$ cat src/rtl/ps2_rx_fifo_if.sv
// rtl/ps2_rx_fifo_if.sv - host-side FIFO read and error-clear bundle for the PS/2 receiver
interface ps2_rx_fifo_if #(
    parameter int FIFO_AW = 4
);
    logic               rd_stb_i;
    logic               err_clr_i;
    logic [7:0]         rx_data_o;
    logic               rx_empty_o;
    logic [FIFO_AW:0]   rx_count_o;
    logic               overflow_o;

    modport slave (
        input  rd_stb_i, err_clr_i,
        output rx_data_o, rx_empty_o, rx_count_o, overflow_o
    );

    modport master (
        output rd_stb_i, err_clr_i,
        input  rx_data_o, rx_empty_o, rx_count_o, overflow_o
    );
endinterface

$ cat src/rtl/ps2_rx_fifo.sv
// rtl/ps2_rx_fifo.sv - PS/2 device-to-host receiver with glitch filter, frame timeout and FWFT scan-code FIFO
// Optional odd-parity checking is enabled by defining PS2_RX_PARITY_CHECK_EN.
module ps2_rx_fifo #(
    parameter int FILTER_LEN     = 8,
    parameter int TIMEOUT_CYCLES = 10000,
    parameter int FIFO_AW        = 4
) (
    input  logic              clk_i,
    input  logic              rst_n_i,
    input  logic              ps2_clk_i,
    input  logic              ps2_din_i,
    ps2_rx_fifo_if.slave      bus,
    output logic              frame_err_o,
    output logic              parity_err_o
);
    localparam int FW    = $clog2(FILTER_LEN);
    localparam int TO_W  = $clog2(TIMEOUT_CYCLES + 1);
    localparam int DEPTH = 1 << FIFO_AW;

    typedef enum logic [1:0] {IDLE, DATA, PARITY, STOP} state_t;

    logic            clk_meta_q, clk_s_q, din_meta_q, din_s_q;
    logic            filt_q, filt_d;
    logic [FW-1:0]   fcnt_q, fcnt_d;
    logic            fe;

    state_t          state_q, state_d;
    logic [2:0]      bit_cnt_q, bit_cnt_d;
    logic [7:0]      shift_q, shift_d;
    logic [TO_W-1:0] to_q, to_d;
    logic            timeout, parity_ok, push;

    logic [7:0]          mem_q [DEPTH];
    logic [FIFO_AW-1:0]  wr_ptr_q, rd_ptr_q;
    logic [FIFO_AW:0]    count_q, count_d;
    logic                overflow_q, overflow_d;
    logic                pop, full, wr_en, ovf_set;

    always_ff @(posedge clk_i or negedge rst_n_i) begin
        if (!rst_n_i) begin
            clk_meta_q <= 1'b1;
            clk_s_q    <= 1'b1;
            din_meta_q <= 1'b1;
            din_s_q    <= 1'b1;
            filt_q     <= 1'b1;
            fcnt_q     <= '0;
        end else begin
            clk_meta_q <= ps2_clk_i;
            clk_s_q    <= clk_meta_q;
            din_meta_q <= ps2_din_i;
            din_s_q    <= din_meta_q;
            filt_q     <= filt_d;
            fcnt_q     <= fcnt_d;
        end
    end

    // Filtered clock flips on the FILTER_LEN-th consecutive sample that disagrees with it.
    always_comb begin
        filt_d = filt_q;
        fcnt_d = '0;
        fe     = 1'b0;
        if (clk_s_q != filt_q) begin
            if (fcnt_q == FW'(FILTER_LEN - 1)) begin
                filt_d = clk_s_q;
                fe     = filt_q;
            end else begin
                fcnt_d = fcnt_q + FW'(1);
            end
        end
    end

`ifdef PS2_RX_PARITY_CHECK_EN
    logic par_q, par_d;
    always_ff @(posedge clk_i or negedge rst_n_i) begin
        if (!rst_n_i) par_q <= 1'b0;
        else          par_q <= par_d;
    end
    always_comb begin
        par_d = par_q;
        if (fe && state_q == PARITY) par_d = din_s_q;
    end
    assign parity_ok = ^{shift_q, par_q};
`else
    assign parity_ok = 1'b1;
`endif

    always_ff @(posedge clk_i or negedge rst_n_i) begin
        if (!rst_n_i) begin
            state_q   <= IDLE;
            bit_cnt_q <= '0;
            shift_q   <= '0;
            to_q      <= '0;
        end else begin
            state_q   <= state_d;
            bit_cnt_q <= bit_cnt_d;
            shift_q   <= shift_d;
            to_q      <= to_d;
        end
    end

    assign timeout = (state_q != IDLE) && (to_q == TO_W'(TIMEOUT_CYCLES));

    always_comb begin
        state_d   = state_q;
        bit_cnt_d = bit_cnt_q;
        shift_d   = shift_q;
        to_d      = to_q;
        if (state_q == IDLE || fe || timeout) to_d = '0;
        else                                  to_d = to_q + TO_W'(1);
        if (timeout) begin
            state_d = IDLE;
        end else if (fe) begin
            case (state_q)
                IDLE: if (!din_s_q) begin
                    state_d   = DATA;
                    bit_cnt_d = '0;
                end
                DATA: begin
                    shift_d   = {din_s_q, shift_q[7:1]};
                    bit_cnt_d = bit_cnt_q + 3'd1;
                    if (bit_cnt_q == 3'd7) state_d = PARITY;
                end
                PARITY:  state_d = STOP;
                default: state_d = IDLE;
            endcase
        end
    end

    // A bad stop bit outranks a parity mismatch.
    always_comb begin
        push         = 1'b0;
        frame_err_o  = 1'b0;
        parity_err_o = 1'b0;
        if (timeout) begin
            frame_err_o = 1'b1;
        end else if (fe && state_q == STOP) begin
            if (!din_s_q)        frame_err_o  = 1'b1;
            else if (!parity_ok) parity_err_o = 1'b1;
            else                 push         = 1'b1;
        end
    end

    assign pop     = bus.rd_stb_i && (count_q != '0);
    assign full    = (count_q == (FIFO_AW + 1)'(DEPTH));
    assign wr_en   = push && (!full || pop);
    assign ovf_set = push && full && !pop;

    always_comb begin
        count_d = count_q;
        if (wr_en && !pop)      count_d = count_q + (FIFO_AW + 1)'(1);
        else if (!wr_en && pop) count_d = count_q - (FIFO_AW + 1)'(1);
        overflow_d = overflow_q;
        if (ovf_set)            overflow_d = 1'b1;
        else if (bus.err_clr_i) overflow_d = 1'b0;
    end

    always_ff @(posedge clk_i or negedge rst_n_i) begin
        if (!rst_n_i) begin
            wr_ptr_q   <= '0;
            rd_ptr_q   <= '0;
            count_q    <= '0;
            overflow_q <= 1'b0;
        end else begin
            if (wr_en) wr_ptr_q <= wr_ptr_q + FIFO_AW'(1);
            if (pop)   rd_ptr_q <= rd_ptr_q + FIFO_AW'(1);
            count_q    <= count_d;
            overflow_q <= overflow_d;
        end
    end

    always_ff @(posedge clk_i) begin
        if (wr_en) mem_q[wr_ptr_q] <= shift_q;
    end

    assign bus.rx_data_o  = mem_q[rd_ptr_q];
    assign bus.rx_empty_o = (count_q == '0);
    assign bus.rx_count_o = count_q;
    assign bus.overflow_o = overflow_q;
endmodule
$ cat src/flat_wrapper.sv
// flat-port wrapper written by rule: the top's interface ports become plain ports
module ps2_rx_fifo_flat 
#(
    parameter int FILTER_LEN     = 8,
    parameter int TIMEOUT_CYCLES = 10000,
    parameter int FIFO_AW        = 4
)
  (clk_i, rst_n_i, ps2_clk_i, ps2_din_i, frame_err_o, parity_err_o, bus_rd_stb_i, bus_err_clr_i, bus_rx_data_o, bus_rx_empty_o, bus_rx_count_o, bus_overflow_o);
  ps2_rx_fifo_if #(.FIFO_AW(FIFO_AW)) bus_i ();
  input  logic clk_i;
  input  logic rst_n_i;
  input  logic ps2_clk_i;
  input  logic ps2_din_i;
  output logic frame_err_o;
  output logic parity_err_o;
  input wire logic [$bits(bus_i.rd_stb_i)-1:0] bus_rd_stb_i;
  input wire logic [$bits(bus_i.err_clr_i)-1:0] bus_err_clr_i;
  output wire logic [$bits(bus_i.rx_data_o)-1:0] bus_rx_data_o;
  output wire logic [$bits(bus_i.rx_empty_o)-1:0] bus_rx_empty_o;
  output wire logic [$bits(bus_i.rx_count_o)-1:0] bus_rx_count_o;
  output wire logic [$bits(bus_i.overflow_o)-1:0] bus_overflow_o;
  assign bus_i.rd_stb_i = bus_rd_stb_i;
  assign bus_i.err_clr_i = bus_err_clr_i;
  assign bus_rx_data_o = bus_i.rx_data_o;
  assign bus_rx_empty_o = bus_i.rx_empty_o;
  assign bus_rx_count_o = bus_i.rx_count_o;
  assign bus_overflow_o = bus_i.overflow_o;
  ps2_rx_fifo #(.FILTER_LEN(FILTER_LEN), .TIMEOUT_CYCLES(TIMEOUT_CYCLES), .FIFO_AW(FIFO_AW)) u_core (.clk_i(clk_i), .rst_n_i(rst_n_i), .ps2_clk_i(ps2_clk_i), .ps2_din_i(ps2_din_i), .bus(bus_i), .frame_err_o(frame_err_o), .parity_err_o(parity_err_o));
endmodule
$ cat config.mk
export PLATFORM = sky130hd
export DESIGN_NAME = ps2_rx_fifo_flat
export DESIGN_NICKNAME = d
export VERILOG_FILES = /design/src/rtl/ps2_rx_fifo_if.sv /design/src/rtl/ps2_rx_fifo.sv /design/src/flat_wrapper.sv
export SDC_FILE = /design/constraint.sdc
export NUM_CORES = 1
export LEC_CHECK = 0
export CORE_MARGIN = 4
export CORE_UTILIZATION = 26
export DETAILED_ROUTE_END_ITERATION = 12
export HOLD_SLACK_MARGIN = 0.06
export SYNTH_ARGS = -nofsm -noshare
export SYNTH_HDL_FRONTEND = slang
export SYNTH_SLANG_ARGS = --single-unit
$ cat constraint.sdc
create_clock -name clk_i -period 6 [get_ports clk_i]
set_clock_uncertainty 0.2 [all_clocks]
set_input_delay 1.8 -clock clk_i [delete_from_list [all_inputs] [get_ports clk_i]]
set_output_delay 1.8 -clock clk_i [all_outputs]
set_load 0.02 [all_outputs]
==> impl_metrics.env <==
export IMPL_status="completed"
export IMPL_io_buffers=21
export IMPL_yosys_top_cells_area="edfxtp_1 52%, dfrtp_1 15%, mux4_2 9.8%"
export IMPL_final_hold_viol_count=0
export IMPL_worstPathMaxFanout=21
export IMPL_rows=61
export IMPL_startpoint="u_core.rd_ptr_q[1]"
export IMPL_cp_end_kind="output pin"
export IMPL_synth_top_area_share_pct=52.5
export IMPL_synthFlopType="edfxtp_1"
export IMPL_drive_gt1_share_pct=19.9
export IMPL_ir_drop_mv=0.244
export IMPL_drc=0
export IMPL_die_area_sq_um=30900
export IMPL_critPathKind="reg -> out"
export IMPL_post_synth_cell_area_avg_sq_um=16.7
export IMPL_cp_required_ns=4.00
export IMPL_syn_area_sq_um=7320
export IMPL_synth_largest_area_cell="edfxtp_1"
export IMPL_powerDensity_nw_per_um2=365
export IMPL_gr_usage_all_layers_pct=9.44
export IMPL_drt_pass1_iter_count=4
export IMPL_fmax_mhz=202
export IMPL_die_height_um=176
export IMPL_finalSetupViolCount=0
export IMPL_hpwl_um=8810
export IMPL_drtIter0Drc=259
export IMPL_clock_sinks=177
export IMPL_clkTransAtPathRegs_ns=0.07
export IMPL_clkPwrFrac_pct=36.7
export IMPL_worstPathArrival_ns=2.95
export IMPL_synth_edf_count=128
export IMPL_grt_pass1_wl_um=22300
export IMPL_cts_setup_buffers=0
export IMPL_synth_sequential_area_ratio_pct=69.3
export IMPL_dpl_cell_count=823
export IMPL_wl_per_cell_um=16.2
export IMPL_ant_nets=0
export IMPL_final_max_slew_viol_count=0
export IMPL_cts_inserted_buffers=17
export IMPL_htreeDepth=4
export IMPL_clock_path_buffers=2
export IMPL_synth_seq_cells=177
export IMPL_start_util_pct=26.4
export IMPL_overflow=0
export IMPL_fin_crit_sh_pct=82.4
export IMPL_tightest_slew_ns=1.10
export IMPL_area_delta_synth_final_pct=17.0
export IMPL_pwr_share_comb_pct=18.3
export IMPL_period_needed_ns=4.95
export IMPL_antenna_found_initial=0
export IMPL_cts_tree="done"
export IMPL_synth_nets=466
export IMPL_synth_most_common_cell="edfxtp_1"
export IMPL_clock_latency_ns=0.43
export IMPL_via_per_inst=4.35
export IMPL_holdCritStartpoint="u_core.din_meta_q"
export IMPL_cts_root_buf="clkbuf_16"
export IMPL_grt_pass1_vias=3969
export IMPL_nets=491
export IMPL_p_leak_nw=3.14
export IMPL_tns_ns=0
export IMPL_routed_wl_um=13900
export IMPL_num_antenna_cells=0
export IMPL_rsz0062_at_grt="false"
export IMPL_core_sq_um=27800
export IMPL_io_pins=23
export IMPL_place_gp_congestion=0.761
export IMPL_p_seq_share_pct=44.9
export IMPL_ctsResizeCount=0
export IMPL_worstReg2RegStart="u_core.state_q[0]"
export IMPL_cap_viol_max_count=0
export IMPL_cts_hold_buf=0
export IMPL_maxSlewHeadroom_pct=26.7
export IMPL_die_x_um=176
export IMPL_synth_async_reset_ratio_pct=27.7
export IMPL_power_switching_uw=914
export IMPL_vias=3717
export IMPL_critPathLaunchType="flip-flop"
export IMPL_ys_warnings_count=0
export IMPL_synth_cells=439
export IMPL_p_sw_share_pct=29.2
export IMPL_layoutNonFillerInstCount=855
export IMPL_synth_distinct_cells=48
export IMPL_synth_commonest_cells="128 x edfxtp_1, 44 x dfrtp_1, 40 x nor2_1, 32 x mux4_2, 27 x nand2_1"
export IMPL_p_int_mw=2.22
export IMPL_grt_max_degree=50
export IMPL_hold_path_class="reg -> reg"
## path summary, 6_finish.rpt
path	endpoint	slack, ns	depth (start not counted)
max	bus_rx_data_o[7]	1.05	5
min	u_core.din_s_q	0.16	0
max reg2reg	u_core.bus.rx_count_o[4]	2.57	12
min reg2reg	u_core.din_s_q	0.16	0
max in group asynchronous	u_core.rd_ptr_q[0]	3.84	2
min in group asynchronous	u_core.bus.rx_count_o[4]	1.28	2
## worst max-delay path, stage by stage, from the launching register on
cell             delay, ns
dfrtp_1               0.77
buf_4                 0.43
mux4_2                0.35
a22oi_1               0.29
nand2_1               0.12
clkdlybuf4s50_1       0.55
## metal layers
layer  track usage [%]  up-vias  share of wire [%]
met5                 0        -                  0
met3              2.76        5                3.9
met4              2.24        0               0.32
li1                  -     1704                  -
met1              12.7     1950                 47
met2              15.2       58                 49
## layout by cell type (no fill, tap or decap), types with 6 or more instances in the layout
| cell | count |
|---|---|
| nand3_1 | 7 |
| dfrtp_1 | 43 |
| edfxtp_1 | 128 |
| clkdlybuf4s50_1 | 20 |
| a22oi_1 | 16 |
| xnor2_1 | 13 |
| inv_1 | 15 |
| inv_8 | 6 |
| clkbuf_16 | 17 |
| mux4_2 | 32 |
| xor2_1 | 10 |
| ha_1 | 20 |
| nand2_1 | 27 |
| mux2_2 | 10 |
| nor2_1 | 40 |
## cell families after synthesis
| logic type | after synthesis | synth area share (%) |
|---|---|---|
| adders and majority gates | 21 | 3.69 |
| buffers and inverters | 34 | 2.07 |
| xor gates and xnor gates | 23 | 2.75 |
| DFF | 177 | 69.3 |
| AOI/OAI and AO/OA | 33 | 3.30 |
| and+or+nand+nor | 107 | 7.31 |
| muxes | 43 | 11.5 |
| other | 1 | 0.0512 |
## cell type report
cell class / count / area [sq um]
Clock buffer: 17 / 425
Multi-Input combinational cell: 228 / 2100
Timing Repair Buffer: 25 / 235
Clock inverter: 15 / 205
Tap cell: 378 / 473
Sequential cell: 177 / 5080
Inverter: 15 / 56.3
Fill cell: 2725 / 19200
## flip-flops by register name (all words and copies together), names as in the netlist, 2 cells and up
name,cells
u_core.mem_q,128
u_core.state_q,2
u_core.fcnt_q,3
u_core.rd_ptr_q,4
u_core.shift_q,8
u_core.wr_ptr_q,4
u_core.to_q,14
u_core.bus.rx_count_o,5
u_core.bit_cnt_q,3
## per-stage QoR
step | hold slack, ns | instance area, sq um | total power [mW] | util (%) | setup slack [ns]
2_1_floorplan | 0.145 | 7320 | 1.82 | - | 1.97
3_3_place_gp | 0.149 | 7940 | 2.01 | 28.6 | 1.44
3_5_place_dp | 0.149 | 7940 | 2.02 | 28.6 | 1.38
4_1_cts | 0.164 | 8570 | 3.17 | 30.8 | 0.995
5_1_grt | 0.168 | 8570 | 3.28 | 30.8 | 0.936
6_report | 0.161 | 8570 | 3.13 | 30.8 | 1.05
## power groups by stage
stage	sequential (mW)	combinational, mW	clock (mW)
2_1_floorplan	1.42	0.391	0
4_1_cts	1.41	0.588	1.17
3_3_place_gp	1.43	0.576	0
6_report	1.41	0.574	1.15
5_1_grt	1.42	0.632	1.23
3_5_place_dp	1.43	0.587	0
No activity file was read; power rests on OpenSTA's default activity.
